$ cat config.mk
export PLATFORM = sky130hd
export DESIGN_NAME = reg_bank
export DESIGN_NICKNAME = d
export VERILOG_FILES = /design/src/rtl/reg_bank.sv
export SDC_FILE = /design/constraint.sdc
export NUM_CORES = 1
export LEC_CHECK = 0
export BUFFER_PORTS_ARGS = -buffer_cell sky130_fd_sc_hd__buf_2
export CAP_MARGIN = 20
export CORE_MARGIN = 1
export CORE_UTILIZATION = 55
export DETAILED_ROUTE_END_ITERATION = 7
export MAX_ROUTING_LAYER = met4
export PLACE_DENSITY = 0.81
export SKIP_CTS_REPAIR_TIMING = 1
export SLEW_MARGIN = 20
export SYNTH_ARGS = -nofsm -noshare
export SYNTH_HDL_FRONTEND = slang
export SYNTH_SLANG_ARGS = --single-unit
$ cat constraint.sdc
create_clock -name clk -period 1.3 [get_ports clk]
set_input_delay 0.13 -clock clk [delete_from_list [all_inputs] [get_ports clk]]
set_output_delay 0.13 -clock clk [all_outputs]
set_load 0.05 [all_outputs]
$ cat src/rtl/reg_bank.sv
// reg_bank: NREG x DATA_W register file with one write port and two
// registered read ports (D and S) sharing a single read-request strobe.
//
// Optional feature macro: REG_BYPASS_EN
//   defined   -> a read port whose address matches a same-cycle write
//                returns wdata (write-through, no extra latency).
//   undefined -> that port returns the pre-write register contents; the
//                new value is visible from the following read cycle.
//
// Read strobe semantics: en_in is a valid-only request with no back-pressure;
// every cycle with en_in=1 yields exactly one result one cycle later with
// en_out=1, and every cycle with en_in=0 yields en_out=0 and zeroed data.
module reg_bank #(
  parameter int DATA_W = 16,
  parameter int ADDR_W = 2
) (
  input  logic              clk,
  input  logic              rst,
  input  logic              we,
  input  logic [ADDR_W-1:0] waddr,
  input  logic [DATA_W-1:0] wdata,
  input  logic              en_in,
  input  logic [ADDR_W-1:0] rd,
  input  logic [ADDR_W-1:0] rs,
  output logic              en_out,
  output logic [DATA_W-1:0] rd_q,
  output logic [DATA_W-1:0] rs_q
);

  localparam int NREG = 1 << ADDR_W;

  logic [DATA_W-1:0] regs_q [NREG];
  logic [DATA_W-1:0] regs_d [NREG];
  logic              en_out_q, en_out_d;
  logic [DATA_W-1:0] rd_q_q, rd_q_d;
  logic [DATA_W-1:0] rs_q_q, rs_q_d;

  // Storage next-state: only the addressed register takes wdata when we=1.
  always_comb begin
    regs_d = regs_q;
    if (we) begin
      regs_d[waddr] = wdata;
    end
  end

  // Read next-state: data is zero whenever no read is requested.
  always_comb begin
    en_out_d = 1'b0;
    rd_q_d   = '0;
    rs_q_d   = '0;
    if (en_in) begin
      en_out_d = 1'b1;
      rd_q_d   = regs_q[rd];
      rs_q_d   = regs_q[rs];
`ifdef REG_BYPASS_EN
      // Forward the in-flight write to any port reading the same address.
      if (we && (rd == waddr)) begin
        rd_q_d = wdata;
      end
      if (we && (rs == waddr)) begin
        rs_q_d = wdata;
      end
`endif
    end
  end

  // State registers; reset wins over any write or read in the same cycle.
  always_ff @(posedge clk) begin
    if (rst) begin
      for (int i = 0; i < NREG; i++) begin
        regs_q[i] <= '0;
      end
      en_out_q <= 1'b0;
      rd_q_q   <= '0;
      rs_q_q   <= '0;
    end else begin
      for (int i = 0; i < NREG; i++) begin
        regs_q[i] <= regs_d[i];
      end
      en_out_q <= en_out_d;
      rd_q_q   <= rd_q_d;
      rs_q_q   <= rs_q_d;
    end
  end

  assign en_out = en_out_q;
  assign rd_q   = rd_q_q;
  assign rs_q   = rs_q_q;

endmodule

==> flow_summary_export.csv, run 1 <==
group,metric,value,unit
floorplanning,die_w,89.0,um
timing,setup_viol,0,
worst_setup_path,worst_setup_path_end_kind,"output pin",
timing,hold_viol,0,
cts,cts_root_buf,"clkbuf_8",
timing,rsz0062_at_grt,"false",
worst_setup_path,r2r-start,"regs_q[30]$_SDFFE_PP0P_",
worst_setup_path,r2r-end,"rd_q[14]$_SDFF_PP0_",
pwr,p_total,5.60,mW
timing,clock_skew,9.51,ps
synthesis,synth.top_cell.area_share,46.6,%
layout,syn2layout_area_growth,15.0,%
floorplanning,core_region_area,7290,um2
worst_setup_path,crit_start,"rs_q[5]$_SDFF_PP0_",
synthesis,synth_top_cells_by_count,"128 x mux2i_1, 97 x dfxtp_1, 80 x nand2b_1",
route,drt_iter0_drc,77,
global_route,grt_pass1_vias,2731,
global_route,grt_first_pass_wirelength,13100,um
pwr,worst_ir_drop_vdd,0.788,mV
worst_setup_path,path_max_fanout,1,
worst_setup_path,path_cells,"buf_2",
global_route,antenna_found_initial,0,
cts,cts_tree,"done",
cts,h-tree-depth,3,
worst_setup_path,startpoint_type,"register",
floorplanning,start_util,57.1,%
min_path,hp-start,"en_in",
synthesis,yosysMostFrequentCell,"mux2i_1",
synthesis,synthFlopType,"dfxtp_1",
layout,final_net_count,456,
timing,fin_crit,1090,ps
layout,seqCellArea,1940,um2
timing,slew-limit-headroom,73.5,%
synthesis,yosys.area.top_type,"dfxtp_1",
worst_setup_path,cp_data_arrival_time,960,ps
worst_setup_path,worstSetupPathType,"reg -> out",
synthesis,ys_seq_area_share,46.6,%
timing,worst_pin_slew,397,ps
placed_design,dp_hpwl,5430,um
placed_design,io_buffers,58,
route,vias,2926,
worst_setup_path,critPathCapture,"rs_q[5]",
route,wl,8600,um
worst_setup_path,crit_family,"flip-flops",
route,avgRoutedWirePerCell,16.1,um
worst_setup_path,cpPeakStageDelay,340,ps
timing,max_clock_freq,917,MHz
timing,period_share,83.9,%
synthesis,synth_edf_count,0,
cts,cts.sinks,97,
worst_setup_path,critical_path_depth,1,
global_route,grt_usage,23.1,%
synthesis,syn_area_per_cell,11.0,um2
cts,clock_latency,360,ps
worst_setup_path,crit_required,1170,ps
worst_setup_path,path_buf_inv,1,
worst_setup_path,reg2reg_slack,550,ps
pwr,cellPowerDensity,1170,nW/um2
global_route,grt_max_degree,52,
layout,fillers,609,
timing,finalSetupTns,0,ps
cts,cts_made_buffers,9,
min_path,hold_path_class,"in -> reg",
floorplanning,die_h,89.0,um
worst_setup_path,rr_worst_depth,2,
synthesis,synth.area.top_cells,"dfxtp_1 47%, mux2i_1 31%, nand2b_1 12%, o22ai_1 4.8%, buf_2 1.7%",
synthesis,synth.distinct_cells,14,
outcome,status,"finished clean",
route,dr.pass1.iters,4,
cts,clk_pin_slew,90,ps
job,maxCapViolCount,0,
pwr,leakagePower,2.23,nW
synthesis,synth_nets,405,
route,drc,0,
layout,n_antenna_cell,0,
worst_setup_path,worst_path_max_delay_cell,"dfxtp_1",
placed_design,gp_congestion,0.734,
synthesis,async_reset_ff_share,0,%
layout,drive_gt1_share,20.5,%
synthesis,ys_warn_count,0,
synthesis,ys_ff_latch,97,
floorplanning,num_rows,31,
timing,finalMaxSlewViolations,0,
cts,max-clock-path-buffers,2,
floorplanning,io_pins,59,
global_route,grt-ovfl-total,0,
floorplanning,die_area,7930,um2
route,viasPerCell,5.48,
synthesis,synth_area,4170,um2
layout,multi_input_area,2080,um2
synthesis,synthCells,379,
route,antenna_left,0,
cell type report:
type | count | area share (%)
flip-flops and latches | 97 | 40.5
well taps | 99 | 2.58
clock inverters | 3 | 0.444
clock buffers | 13 | 3.73
repair buffers | 71 | 9.40
multi-input cells | 251 | 43.3
registers in the layout (all words and copies together), names as in the netlist:
register	flops
regs_q	64
rd_q	16
rs_q	16
en_out	1
power breakdown:
group          switching (mW)  leakage [nW]  internal (mW)
clock                   0.990         0.102          0.909
sequential             0.0580         0.787           3.05
combinational           0.322          1.34          0.261
total                    1.37          2.23           4.22
worst min path at each step:
stage,to,depth (start not counted)
after CTS,en_out$_SDFF_PP0_,2
after global routing,en_out$_SDFF_PP0_,2
after floorplan,en_out$_SDFF_PP0_,1
final,en_out$_SDFF_PP0_,2
after detailed placement,en_out$_SDFF_PP0_,2
after global placement,en_out$_SDFF_PP0_,2
routing by layer:
metal / wire [um] / vias up / track usage, %
met4: 131 / 0 / 8.95
met3: 259 / 14 / 4.89
met5: 0 / - / -
met1: 3810 / 1429 / 26.5
li1: - / 1429 / -
met2: 4400 / 54 / 39.7
logic make-up after synthesis:
kind of cell,Yosys count,synth area share [%]
multiplexers,128,30.8
AND/OR/NAND/NOR,91,14.3
AO/OA/AOI/OAI,32,4.80
buffers and inverters,31,3.57
flip-flops,97,46.6
through the flow:
stage / worst slack (ps) / util [%] / cell area, um2 / cells / hold WS (ps)
after global placement: 182 / 63.0 / 4590 / 518 / 388
after detailed placement: 180 / 63.0 / 4590 / 518 / 400
after global routing: 171 / 65.7 / 4790 / 534 / 34.8
after CTS: 197 / 65.7 / 4790 / 534 / 24.1
after floorplan: 191 / - / 4170 / 379 / 258
final: 209 / 65.7 / 4790 / 534 / 34.7
placed cells by master (no fill, tap or decap):
| cell type | count |
|---|---|
| inv_6 | 1 |
| buf_4 | 8 |
| dfxtp_1 | 97 |
| buf_2 | 58 |
| clkinvlp_4 | 1 |
| nand3b_1 | 4 |
| and3b_1 | 1 |
| nor2b_1 | 1 |
| or3b_1 | 3 |
| nor3b_2 | 1 |
| buf_12 | 5 |
| clkinv_2 | 1 |
| nand2b_1 | 80 |
| o22ai_1 | 32 |
| nand3_2 | 1 |
| clkbuf_8 | 13 |
| mux2i_1 | 128 |
No activity file was read; power rests on OpenSTA's default activity.
==> run 2: changes to the inputs <==
--- a/config.mk
+++ b/config.mk
@@ -5,13 +5,14 @@
 export SDC_FILE = /design/constraint.sdc
 export NUM_CORES = 1
 export LEC_CHECK = 0
+export ABC_AREA = 1
 export BUFFER_PORTS_ARGS = -buffer_cell sky130_fd_sc_hd__buf_2
 export CAP_MARGIN = 20
 export CORE_MARGIN = 1
-export CORE_UTILIZATION = 55
+export CORE_UTILIZATION = 51
 export DETAILED_ROUTE_END_ITERATION = 7
 export MAX_ROUTING_LAYER = met4
-export PLACE_DENSITY = 0.81
+export PLACE_DENSITY = 0.79
 export SKIP_CTS_REPAIR_TIMING = 1
 export SLEW_MARGIN = 20
 export SYNTH_ARGS = -nofsm -noshare
==> constraint.sdc (replaced) <==
create_clock -name clk -period 0.9 [get_ports clk]
set_input_delay 0.09 -clock clk [delete_from_list [all_inputs] [get_ports clk]]
set_output_delay 0.09 -clock clk [all_outputs]
set_load 0.05 [all_outputs]
==> run 2 against run 1 <==
  * The run now ends with negative setup slack left
  * Sequential power grew 48%
  * Register-to-register slack lost 460 ps
  * Clock power grew 63%
  * Count of clock-buffer cells in the layout shrank 4
  * Power grew 65%
  * Via count grew 48%
  * Die area grew 10%
  * Combinational power grew to 2.7 times the previous value
  * Synthesized area grew 2.6%
  * Cell count grew 53%
  * Synthesized cell count grew 71%
==> flow_summary_export.csv, run 2 <==
group,metric,value,unit
synthesis,yosys.area.top_type,"dfxtp_1",
cts,cts.sinks,97,
worst_setup_path,worstSetupPathType,"reg -> out",
synthesis,synth_area,4270,um2
pwr,leakagePower,2.64,nW
synthesis,ys_seq_area_share,45.4,%
global_route,grt_max_degree,65,
worst_setup_path,path_cells,"buf_8",
route,vias,4326,
timing,max_clock_freq,1050,MHz
cts,cts_root_buf,"clkbuf_8",
worst_setup_path,path_max_fanout,1,
timing,hold_ws,12.2,ps
synthesis,synth.distinct_cells,17,
layout,drive_gt1_share,19.7,%
route,viasPerCell,5.30,
layout,n_antenna_cell,0,
timing,slew-limit-headroom,81.7,%
worst_setup_path,startpoint_type,"register",
layout,final_util,65.8,%
floorplanning,core_region_area,8180,um2
cts,cts_tree,"done",
worst_setup_path,worst_path_max_delay_cell,"dfxtp_2",
route,dr.max_layer_used,"met4",
global_route,antenna_found_initial,0,
cts,max-clock-path-buffers,2,
route,drt_iter0_drc,326,
floorplanning,die_w,93.5,um
layout,largest_reg_flops,64,
timing,clock_skew,4.65,ps
floorplanning,io_pins,59,
global_route,grt-ovfl-total,0,
floorplanning,start_util,52.3,%
synthesis,synth.area.top_cells,"dfxtp_1 45%, nand2_1 14%, nor2_1 11%, nand3_1 7.6%, inv_1 6.3%",
synthesis,synth_edf_count,0,
layout,layout_common_cells,"161 x nand2_1, 128 x nor2_1, 72 x inv_1",
min_path,hold_path_class,"in -> reg",
global_route,grt_pass1_vias,4000,
pwr,p_total,9.25,mW
placed_design,post_dp_cell_area,4810,um2
timing,worst_pin_slew,275,ps
synthesis,synth.top_cell.area_share,45.4,%
cts,clk_pin_slew,90,ps
layout,syn2layout_area_growth,25.8,%
worst_setup_path,worst_setup_path_end_kind,"output pin",
timing,hold_viol,0,
worst_setup_path,cp_data_arrival_time,860,ps
placed_design,gp_congestion,0.814,
timing,fin_crit,953,ps
synthesis,synth_nets,675,
synthesis,syn_area_per_cell,6.59,um2
worst_setup_path,crit_family,"flip-flops",
layout,largest-register,"regs_q",
pwr,cellPowerDensity,1720,nW/um2
floorplanning,num_rows,33,
route,drc,0,
placed_design,io_buffers,58,
timing,period_share,106,%
placed_design,dp_hpwl,7390,um
outcome,status,"finished, violations left",
outcome,violations,"negative setup slack",
cts,clock_latency,350,ps
worst_setup_path,cpPeakStageDelay,360,ps
job,maxCapViolCount,0,
route,dr.pass1.iters,5,
timing,setup_ws,-53.3,ps
synthesis,ys_ff_latch,97,
synthesis,synth_top_cells_by_count,"161 x nand2_1, 128 x nor2_1, 97 x dfxtp_1",
layout,final_net_count,732,
global_route,grt_first_pass_wirelength,18800,um
synthesis,synthCells,649,
layout,fin_cells,816,
timing,rsz0062_at_grt,"true",
timing,setup_viol,33,
route,wl,11700,um
route,wl_met2,5650,um
synthesis,ys_warn_count,0,
route,avgRoutedWirePerCell,14.3,um
placed_design,place_ws,-49.2,ps
route,drt-met1-wl,4940,um
timing,finalSetupTns,-907,ps
cts,h-tree-depth,3,
route,wl_met3,878,um
synthesis,async_reset_ff_share,0,%
synthesis,yosysMostFrequentCell,"nand2_1",
synthesis,synthFlopType,"dfxtp_1",
floorplanning,die_area,8750,um2
floorplanning,die_h,93.5,um
placed_design,place_inst,799,
global_route,grt_usage,28.4,%
worst_setup_path,crit_required,810,ps
worst_setup_path,path_buf_inv,1,
cts,cts_made_buffers,9,
pwr,worst_ir_drop_vdd,0.813,mV
layout,fin_area,5380,um2
route,antenna_left,0,
layout,mostFrequentLayoutCell,"nand2_1",
timing,finalMaxSlewViolations,0,
==> run 2: cell types whose count changed after synthesis, moves of 3 or more <==
cell and change:
nand3b_1 -4, o21ai_1 +4, o22ai_1 -32, nand3_1 +65
a21oi_1 +32, o21ai_0 +44, inv_1 +72, nand2_1 +161
clkbuf_1 +3, nand2b_1 -80, inv_2 +3, mux2i_1 -128
or3b_1 -3, nor2_1 +128
==> run 2: cell families (layout without fill, tap and decap cells) <==
kind of cell	count (synthesis)	in the layout	synth area share, %
buf+inv	114	176	11.1
simple gates	358	358	34.1
compound gates	80	80	9.37
flops	97	97	45.4
==> run 2: area by class of cell <==
class	instances	area (um2)
Multi-Input combinational cell	438	1860
Clock inverter	7	95.1
Fill cell	709	2800
Timing Repair Buffer	85	905
Sequential cell	97	1980
Tap cell	105	131
Inverter	75	282
Clock buffer	9	124
==> run 2: routing by layer <==
metal | vias up | track usage, %
li1 | 2103 | -
met1 | 1965 | 35.2
met2 | 227 | 45.6
met3 | 31 | 5.37
met4 | 0 | 11.8
met5 | - | -
==> run 2: path summary, 6_finish.rpt <==
check             cells after the start                    start  slack, ps                      end
setup / recovery                      1      rd_q[15]$_SDFF_PP0_        -50                 rd_q[15]
hold / removal                        3                wdata[13]         10  regs_q[13]$_SDFFE_PP0P_
setup reg to reg                      4   regs_q[5]$_SDFFE_PP0P_         90       rd_q[5]$_SDFF_PP0_
hold reg to reg                       2  regs_q[51]$_SDFFE_PP0P_        490  regs_q[51]$_SDFFE_PP0P_
==> run 2: power by group <==
group          total [mW]  switching (mW)  internal, mW  leakage (nW)
Sequential           4.61           0.101          4.51         0.807
Clock                3.09            1.52          1.57         0.109
Combinational        1.55           0.987         0.567          1.72
